<file path="config.mk">
export PLATFORM = sky130hd
export DESIGN_NAME = pi_request_queue
export DESIGN_NICKNAME = d
export VERILOG_FILES = /design/src/rtl/pi_request_queue_pkg.sv /design/src/rtl/pi_request_queue_fifo.sv /design/src/rtl/pi_request_queue.sv
export SDC_FILE = /design/constraint.sdc
export NUM_CORES = 1
export LEC_CHECK = 0
export BUFFER_PORTS_ARGS = -buffer_cell sky130_fd_sc_hd__buf_2
export CAP_MARGIN = 10
export CORE_ASPECT_RATIO = 1.75
export CORE_MARGIN = 5
export CORE_UTILIZATION = 55
export CTS_BUF_LIST = sky130_fd_sc_hd__clkbuf_16
export DETAILED_ROUTE_END_ITERATION = 12
export GPL_ROUTABILITY_DRIVEN = 0
export PLACE_DENSITY = 0.76
export SLEW_MARGIN = 20
export SYNTH_ARGS = -nofsm -noshare
export SYNTH_HDL_FRONTEND = slang
export SYNTH_SLANG_ARGS = --single-unit
</file>
<file path="constraint.sdc">
create_clock -name SYSCLK -period 9.81 [get_ports SYSCLK]
set_input_delay 0.4905 -clock SYSCLK [delete_from_list [all_inputs] [get_ports SYSCLK]]
set_output_delay 0.4905 -clock SYSCLK [all_outputs]
set_load 0.01 [all_outputs]
</file>
<file path="src/rtl/pi_request_queue_pkg.sv">
// Pi request queue: shared register map, firmware id and request metadata.
// Imported by the queue top and its FIFO.
package pi_request_queue_pkg;

  localparam logic [2:0] PI_REG_DATA_LO = 3'd0;
  localparam logic [2:0] PI_REG_DATA_HI = 3'd1;
  localparam logic [2:0] PI_REG_ADDR_LO = 3'd2;
  localparam logic [2:0] PI_REG_ADDR_HI = 3'd3;
  localparam logic [2:0] PI_REG_STATUS  = 3'd4;
  localparam logic [2:0] PI_REG_CONTROL = 3'd5;
  localparam logic [2:0] PI_REG_VERSION = 3'd6;

  localparam logic [7:0] FW_MAJOR     = 8'd2;
  localparam logic [5:0] FW_MINOR     = 6'd1;
  localparam logic       FW_TYPE_PS16 = 1'b1;
  localparam logic       FW_EXT_DATA  = 1'b1;

  typedef struct packed {
    logic [2:0]  fc;
    logic        is_read;
    logic [1:0]  size;
    logic [23:0] addr;
  } req_meta_t;

  localparam int META_W = $bits(req_meta_t);

endpackage

</file>
<file path="src/rtl/pi_request_queue_fifo.sv">
// Request FIFO: power-of-two ring buffer with level count.
// Head reads as zero while empty so the request bus idles at 0.
module req_fifo
  import pi_request_queue_pkg::*;
#(
  parameter int DEPTH = 8,
  parameter int WIDTH = 62,
  localparam int LW = $clog2(DEPTH + 1)
) (
  input  logic             clk,
  input  logic             rst,
  input  logic             push,
  input  logic             pop,
  input  logic [WIDTH-1:0] wdata,
  output logic [WIDTH-1:0] rdata,
  output logic [LW-1:0]    level,
  output logic             full,
  output logic             empty,
  output logic             overflow
);

  localparam int AW = $clog2(DEPTH);
  localparam logic [LW-1:0] LVL_FULL = LW'(DEPTH);

  logic [WIDTH-1:0] mem [DEPTH];
  logic [AW-1:0]    wr_ptr;
  logic [AW-1:0]    rd_ptr;
  logic             do_push;
  logic             do_pop;

  assign full     = (level == LVL_FULL);
  assign empty    = (level == '0);
  assign do_pop   = pop & ~empty;
  assign do_push  = push & (~full | do_pop);
  assign overflow = push & full & ~do_pop;
  assign rdata    = empty ? '0 : mem[rd_ptr];

  always_ff @(negedge clk) begin
    if (rst) begin
      wr_ptr <= '0;
      rd_ptr <= '0;
      level  <= '0;
    end else begin
      if (do_push) wr_ptr <= wr_ptr + 1'b1;
      if (do_pop)  rd_ptr <= rd_ptr + 1'b1;
      if (do_push & ~do_pop)
        level <= level + 1'b1;
      else if (do_pop & ~do_push)
        level <= level - 1'b1;
    end
  end

  always_ff @(negedge clk) begin
    if (do_push) mem[wr_ptr] <= wdata;
  end

endmodule

</file>
<file path="src/rtl/pi_request_queue.sv">
// Pi register front end queuing posted 68k bus requests
// and returning read data / completion status to the Pi.
module pi_request_queue
  import pi_request_queue_pkg::*;
#(
  parameter int DEPTH  = 8,
  parameter int DATA_W = 32
) (
  input  logic              SYSCLK,
  input  logic              SYS_RESET,
  input  logic [2:0]        PI_A,
  input  logic              PI_RD,
  input  logic              PI_WR,
  input  logic [15:0]       PI_DATA_IN,
  output logic [15:0]       PI_DATA_OUT,
  output logic              PI_DATA_OE,
  output logic              REQ_VALID,
  input  logic              REQ_READY,
  output logic [23:0]       REQ_ADDRESS,
  output logic [DATA_W-1:0] REQ_DATA,
  output logic [1:0]        REQ_SIZE,
  output logic [2:0]        REQ_FC,
  output logic              REQ_IS_READ,
  input  logic              RSP_VALID,
  input  logic [DATA_W-1:0] RSP_DATA,
  input  logic              RSP_ERROR,
  output logic              BUSY,
  output logic [14:0]       CONTROL
);

  localparam int LW = $clog2(DEPTH + 1);
  localparam int EW = META_W + DATA_W;
  localparam logic [2:0] RDV_CLR_REG =
    (DATA_W == 32) ? PI_REG_DATA_HI : PI_REG_DATA_LO;

  logic wr_s1, wr_s2, rd_s1, rd_s2;
  logic wr_ev, rd_ev;
  logic wr_dlo, wr_ahi, wr_alo, wr_ctl;
  logic flag_clr, rdv_clr, accept, rsp_done;

  logic [15:0]       stg_lo;
  logic [15:0]       addr_lo;
  logic [13:0]       addr_hi;
  logic [DATA_W-1:0] stg_data;
  logic [DATA_W-1:0] rdata;
  logic [15:0]       rdata_hi;
  logic              in_flight, inflight_rd;
  logic              err, ovf, rdv;

  logic [EW-1:0] push_entry, head;
  req_meta_t     push_meta, head_meta;
  logic [LW-1:0] level;
  logic [7:0]    lvl8;
  logic          full, empty, fifo_ovf;
  logic [15:0]   status;

  // Events fire on the edge where the synchronised strobe goes low
  assign wr_ev = wr_s2 & ~wr_s1;
  assign rd_ev = rd_s2 & ~rd_s1;

  assign wr_dlo   = wr_ev & (PI_A == PI_REG_DATA_LO);
  assign wr_alo   = wr_ev & (PI_A == PI_REG_ADDR_LO);
  assign wr_ahi   = wr_ev & (PI_A == PI_REG_ADDR_HI);
  assign wr_ctl   = wr_ev & (PI_A == PI_REG_CONTROL);
  assign flag_clr = wr_ctl & PI_DATA_IN[0];
  assign rdv_clr  = rd_ev & (PI_A == RDV_CLR_REG);

  if (DATA_W == 32) begin : g_hi
    logic [15:0] stg_hi;
    always_ff @(negedge SYSCLK) begin
      if (SYS_RESET)
        stg_hi <= '0;
      else if (wr_ev && PI_A == PI_REG_DATA_HI)
        stg_hi <= PI_DATA_IN;
    end
    assign stg_data = {stg_hi, stg_lo};
    assign rdata_hi = rdata[31:16];
  end else begin : g_lo
    assign stg_data = stg_lo;
    assign rdata_hi = '0;
  end

  // The pushed entry takes the ADDR_HI fields from the bus directly
  assign push_meta  = req_meta_t'({PI_DATA_IN[13:0], addr_lo});
  assign push_entry = {push_meta, stg_data};

  req_fifo #(
    .DEPTH (DEPTH),
    .WIDTH (EW)
  ) u_fifo (
    .clk      (SYSCLK),
    .rst      (SYS_RESET),
    .push     (wr_ahi),
    .pop      (accept),
    .wdata    (push_entry),
    .rdata    (head),
    .level    (level),
    .full     (full),
    .empty    (empty),
    .overflow (fifo_ovf)
  );

  assign head_meta   = req_meta_t'(head[EW-1:DATA_W]);
  assign REQ_VALID   = ~empty & ~in_flight;
  assign REQ_ADDRESS = head_meta.addr;
  assign REQ_SIZE    = head_meta.size;
  assign REQ_FC      = head_meta.fc;
  assign REQ_IS_READ = head_meta.is_read;
  assign REQ_DATA    = head[DATA_W-1:0];
  assign accept      = REQ_VALID & REQ_READY;
  assign rsp_done    = RSP_VALID & in_flight;
  assign BUSY        = ~empty | in_flight;
  assign PI_DATA_OE  = ~PI_RD & PI_WR;

  always_ff @(negedge SYSCLK) begin
    if (SYS_RESET) begin
      wr_s1       <= 1'b1;
      wr_s2       <= 1'b1;
      rd_s1       <= 1'b1;
      rd_s2       <= 1'b1;
      stg_lo      <= '0;
      addr_lo     <= '0;
      addr_hi     <= '0;
      CONTROL     <= '0;
      in_flight   <= 1'b0;
      inflight_rd <= 1'b0;
      err         <= 1'b0;
      ovf         <= 1'b0;
      rdv         <= 1'b0;
      rdata       <= '0;
    end else begin
      wr_s1 <= PI_WR;
      wr_s2 <= wr_s1;
      rd_s1 <= PI_RD;
      rd_s2 <= rd_s1;
      if (wr_dlo) stg_lo  <= PI_DATA_IN;
      if (wr_alo) addr_lo <= PI_DATA_IN;
      if (wr_ahi) addr_hi <= PI_DATA_IN[13:0];
      if (wr_ctl)
        CONTROL <= PI_DATA_IN[15] ? (CONTROL | PI_DATA_IN[14:0])
                                  : (CONTROL & ~PI_DATA_IN[14:0]);
      ovf <= (ovf & ~flag_clr) | fifo_ovf;
      err <= (err & ~flag_clr) | (rsp_done & RSP_ERROR);
      if (accept) begin
        in_flight   <= 1'b1;
        inflight_rd <= head_meta.is_read;
      end else if (rsp_done) begin
        in_flight <= 1'b0;
      end
      // A completing read beats a same-cycle clearing read event
      if (rsp_done && inflight_rd) begin
        rdata <= RSP_DATA;
        rdv   <= 1'b1;
      end else if (rdv_clr) begin
        rdv <= 1'b0;
      end
    end
  end

  assign lvl8   = 8'(level);
  assign status = {lvl8, 1'b0, in_flight, BUSY, err,
                   rdv, ovf, full, empty};

  always_comb begin
    PI_DATA_OUT = '0;
    case (PI_A)
      PI_REG_DATA_LO: PI_DATA_OUT = rdata[15:0];
      PI_REG_DATA_HI: PI_DATA_OUT = rdata_hi;
      PI_REG_ADDR_LO: PI_DATA_OUT = addr_lo;
      PI_REG_ADDR_HI: PI_DATA_OUT = {2'b00, addr_hi};
      PI_REG_STATUS:  PI_DATA_OUT = status;
      PI_REG_VERSION: PI_DATA_OUT = {FW_MAJOR, FW_MINOR,
                                     FW_TYPE_PS16, FW_EXT_DATA};
      default:        PI_DATA_OUT = '0;
    endcase
  end

endmodule

</file>
==> results of run 1 <==
metrics by stage:
step / TNS [ps] / cell area (sq um) / setup WS [ps] / hold WS, ps
final: 0 / 29860 / 1398 / 451.1
after global routing: 0 / 29860 / 1225 / 469.9
after CTS: 0 / 29860 / 1328 / 450.8
after detailed placement: 0 / 25560 / 1626 / 424.9
after global placement: 0 / 25560 / 1654 / 427.5
after floorplan: -223400 / 24230 / -1146 / 415.4
worst max-delay path by stage:
stage	start	end	slack [ps]	depth (start not counted)
after floorplan	PI_A[2]	u_fifo.mem[2][0]	-1150	5
after global placement	PI_A[1]	u_fifo.mem[6][24]	1650	6
after detailed placement	PI_A[1]	u_fifo.mem[5][20]	1630	6
after CTS	flip-flop	REQ_DATA[26]	1330	5
after global routing	flip-flop	REQ_DATA[26]	1230	5
final	flip-flop	REQ_DATA[16]	1400	5
kinds of logic after synthesis:
family	count (synthesis)
flops	627
compound gates	121
simple gates	354
mux	238
fa+ha+maj	6
buf+inv	97
xor+xnor	5
power groups by stage:
| stage | clock network, mW | logic (mW) | registers, mW |
|---|---|---|---|
| finish | 3.42 | 0.846 | 2.94 |
| global route | 3.80 | 0.917 | 2.94 |
| CTS | 3.48 | 0.862 | 2.94 |
| detailed placement | 0.380 | 0.849 | 2.98 |
| global placement | 0.380 | 0.843 | 2.97 |
| floorplan | 0.380 | 0.571 | 2.94 |
synthesized netlist by cell type, types with 7 or more instances:
master	count	area, sq um
mux4_2	130	2928
mux2i_1	106	1061
nand3_1	21	105.1
o22ai_1	7	43.79
inv_1	7	26.28
nor2_1	132	495.5
clkbuf_1	51	191.4
edfxtp_1	496	14890
buf_1	7	26.28
dfxtp_1	131	2623
nand2_1	167	626.9
buf_2	18	90.09
a21oi_1	99	495.5
buf_4	12	90.09
flip-flops by register name, indices dropped and copies added, names as in the netlist, named ones only:
name / count
u_fifo.wr_ptr: 3
err: 1
ovf: 1
u_fifo.level: 4
wr_s1: 1
g_hi.stg_hi: 16
rd_s2: 1
in_flight: 1
rdata: 32
inflight_rd: 1
wr_s2: 1
stg_lo: 16
rdv: 1
u_fifo.rd_ptr: 3
addr_lo: 16
u_fifo.mem: 496
addr_hi: 14
rd_s1: 1
cell type report:
cell class,instances,area [sq um]
flip-flops and latches,627,17530
fillers,2746,13610
multi-input cells,724,6337
clock inverters,672,2925
clock buffers,55,1376
repair buffers,172,960.9
well taps,566,708.2
inverters,6,22.52
metal layers:
metal	vias up	wire length [um]
met2	831	32430
met1	7763	21120
met5	-	0
met3	172	4465
li1	7036	-
met4	0	3136
==> metrics.txt, run 1 <==
Yosys reg bits=627; met1 Track Usage GR=0.2757; Switching Fraction=0.3122; first-pass GRT wire length=93840 um; CORE AREA=43470 sq um; crit path buf inv count=2; relative slew slack=0.2489; Post-synth EDFFs=496; Hold Path Depth=1; clk_skew=60.00 ps; FP Rows=101; max-cap violation count=0; crit path kind=reg2out; Sw Pwr=2.249 mW; routed len/inst=21.67 um; Worst-Margin Slew=1127 ps; critical path required time=9320 ps; DRC viols=0; GRT met3 Usage=0.07185; via count=15800; Num CTS Buffers=54; VDD IR-drop max=0.0002024 V; GRT Total Usage=0.2541; syn_area_per_cell=16.73 sq um; die width=168.6 um; cell-internal power=4.954 mW; utilization after layout=0.6869; Inst Count DP=2096; grt total ovfl=0; Mapped Cells=1448; Reg2Reg Depth=10; status=finished clean; largest net degree at the start of global routing=83; worst hold start=rd_s1; crit path capture type=primary output; post-CTS setup buffers=0; crit-path max cell delay=630 ps; simple-gate share of the synthesized area=0.06034; startpoint class of the critical path=flip-flop; commonest non-fill, non-tap cell in the layout=inv_1; slowest CP cell=dfxtp_4; Hold WC Path Type=reg2reg; Crit path arrival time=7920 ps; Seq pwr share=0.408; Pwr Density=241.3 nW/um^2; complex-gate fraction of the synthesized area=0.02738; Yosys warning total=0; # setup viols final=0; GRT met2 Usage=0.4307; Reg clk slew, reported paths=70 ps; predominant post-synthesis flop cell=edfxtp_1; area growth from synthesis to layout=23.28%; Mapped Area=24220 sq um; Worst Hold Path EP=rd_s2; post-route insts no fill=2822; fraction of layout cells with a size suffix above 1=0.1835; max-slew violation count=0; DR pass1 iterations=5; r2r endpoint=u_fifo.level[3]; total chip power=7.204 mW; # hold bufs at CTS=0; setup slack, reg-to-reg=6720 ps; DP HPWL=31620 um; power share of the combinational group=0.117; delay-heaviest family, CP=multiplexers; full die area=48500 sq um; Synth Area in XOR/XNOR=0.001808; DRT iter0 DRCs=1289; die height=287.6 um; clock share of power=0.474; number of H-tree levels=2; Root Buffer=clkbuf_16; Lkg Pwr=12.92 nW; initial antenna violation count=0; wirelength, routed=61150 um; Fin. Hold Viols=0; most frequent cells in the layout=inv_1 (645), edfxtp_1 (496), nand2_1 (167), buf_2 (152), mux4_2 (130); ANT cells=0; Clock Path Buffers=3; CTS sink cnt=627; post-synthesis sequential area ratio=0.7233; share of synthesized registers carrying an async set or reset=0; PortBufs=153; largest family of logic cells by synthesized area=multiplexers; critical path peak fanout=29; RSZ-0062 raised after global routing=false; IO Count=154; Initial Utilization=0.5571; clk_lat worst skew=670 ps; adder-cell share of the synthesized area=0.003410; CTS tree=built; Cell Chain, Critical Path=buf_4 -> mux4_2 -> mux2i_1 -> nor2_1 -> buf_2; grt peak-use layer=met2; Cell variety after synth=45; Detail Route Antenna Nets=0; RR Startpoint=u_fifo.level[0]; Net count, final=2276; syn nets=1512; post-synthesis mux area share=0.1656; vias per inst=5.600; vias in the first global route=17950; Post-CTS Resized=0
(Power assumes the default switching activity.)
==> run 2, diff against run 1 <==
CORE_UTILIZATION = 45   (was 55)
PLACE_DENSITY = 0.65   (was 0.76)
clock period = 8.3 ns   (was 9.81 ns; I/O delays follow)
==> run 2 against run 1 <==
  * Via count down 2.8%
  * Sequential cell count unchanged
  * Hold slack worse by 1.7 ps
  * Wire length down 2.5%
  * Critical path type unchanged
  * Highest routed layer unchanged
==> metrics.txt, run 2 (synthesis gave the netlist of run 1 again) <==
status=finished clean; critical path peak fanout=52; CORE AREA=53390 sq um; utilization after layout=0.5637; die height=316.9 um; Fin Hold WS=449.5 ps; Reg clk slew, reported paths=40 ps; max-slew violation count=0; Post-CTS Resized=0; Fin. Hold Viols=0; grt total ovfl=0; clk_lat worst skew=640 ps; Pwr Density=278.6 nW/um^2; fraction of layout cells with a size suffix above 1=0.1848; Root Buffer=clkbuf_16; Worst-Margin Slew=1112 ps; relative slew slack=0.2589; biggest registers after layout=u_fifo.mem: 496 flops, rdata: 32 flops; number of H-tree levels=2; Detail Route Antenna Nets=0; most flop-heavy register=u_fifo.mem; Initial Utilization=0.4536; commonest non-fill, non-tap cell in the layout=inv_1; DR pass1 iterations=7; vias per inst=5.214; # hold bufs at CTS=0; DRT iter0 DRCs=1000; RSZ-0062 raised after global routing=false; startpoint class of the critical path=flip-flop; VDD IR-drop max=0.0002068 V; routed len/inst=20.24 um; largest net degree at the start of global routing=95; initial antenna violation count=1; clk_skew=22.83 ps; Num CTS Buffers=54; die width=185.4 um; Crit path arrival time=6880 ps; DRC viols=0; vias in the first global route=17240; post-CTS setup buffers=0; CTS tree=built; Lkg Pwr=12.97 nW; first-pass GRT wire length=91170 um; via count=15370; IO Count=154; crit path capture type=primary output; Hold WC Path Type=reg2reg; PortBufs=153; Clock Path Buffers=3; most frequent cells in the layout=inv_1 (647), edfxtp_1 (496), nand2_1 (167), buf_2 (152), mux4_2 (130); filler cell count=4241; CTS sink cnt=627; # setup viols final=0; wirelength, routed=59640 um; DP HPWL=32220 um; max reg flops=496; Net count, final=2282; crit path kind=reg2out; FP Rows=112; full die area=58740 sq um; area growth from synthesis to layout=24.26%; critical path required time=7890 ps; GRT Total Usage=0.2040; max-cap violation count=0
run 2: final timing paths:
kind | slack, ps | startpoint | cells after the start | end
setup / recovery | 1010 | flip-flop | 5 | REQ_ADDRESS[11]
hold / removal | 450 | rd_s1 | 1 | rd_s2
setup reg to reg | 5220 | u_fifo.level[0] | 10 | u_fifo.level[3]
hold reg to reg | 450 | rd_s1 | 1 | rd_s2
run 2: final cells by class:
cell class / instances / area [sq um] / area share
repair buffers: 178 / 1069 / 0.03550
diodes: 1 / 2.502 / 0.00008315
clock buffers: 55 / 1376 / 0.04573
inverters: 6 / 22.52 / 0.0007483
clock inverters: 672 / 2908 / 0.09662
multi-input cells: 724 / 6334 / 0.2105
well taps: 684 / 855.8 / 0.02844
flip-flops and latches: 627 / 17530 / 0.5824
run 2: critical path, stage by stage (launching register included):
cell,delay [ps]
dfxtp_4,530
buf_12,410
mux4_2,560
mux2i_1,310
nor2_1,80
buf_2,160
run 2: per-stage QoR:
| step | instance area (sq um) | worst slack (ps) | instances | setup TNS (ps) | power (mW) |
|---|---|---|---|---|---|
| 2_1_floorplan | 24240 | -1825 | 1448 | -391910 | 4.599 |
| 3_3_place_gp | 25810 | 1264 | 2220 | 0 | 4.992 |
| 3_5_place_dp | 25810 | 1255 | 2220 | 0 | 4.999 |
| 4_1_cts | 30090 | 919.9 | 2946 | 0 | 8.526 |
| 5_1_grt | 30100 | 886.4 | 2947 | 0 | 8.983 |
| 6_report | 30100 | 1010 | 2947 | 0 | 8.385 |
run 2: power breakdown:
| part | switching, mW | leakage [nW] | internal (mW) | total (mW) |
|---|---|---|---|---|
| clock | 1.91 | 4.32 | 1.99 | 3.90 |
| combinational | 0.589 | 2.70 | 0.422 | 1.01 |
| sequential | 0.0566 | 5.95 | 3.41 | 3.47 |
| total | 2.56 | 13.0 | 5.83 | 8.39 |
run 2: routing by layer:
layer | global-route usage | up-vias | wire, um
li1 | - | 7063 | -
met1 | 0.2344 | 7675 | 22980
met2 | 0.3465 | 541 | 31470
met3 | 0.05619 | 86 | 3544
met4 | 0.1080 | 0 | 1644
met5 | 0 | - | 0
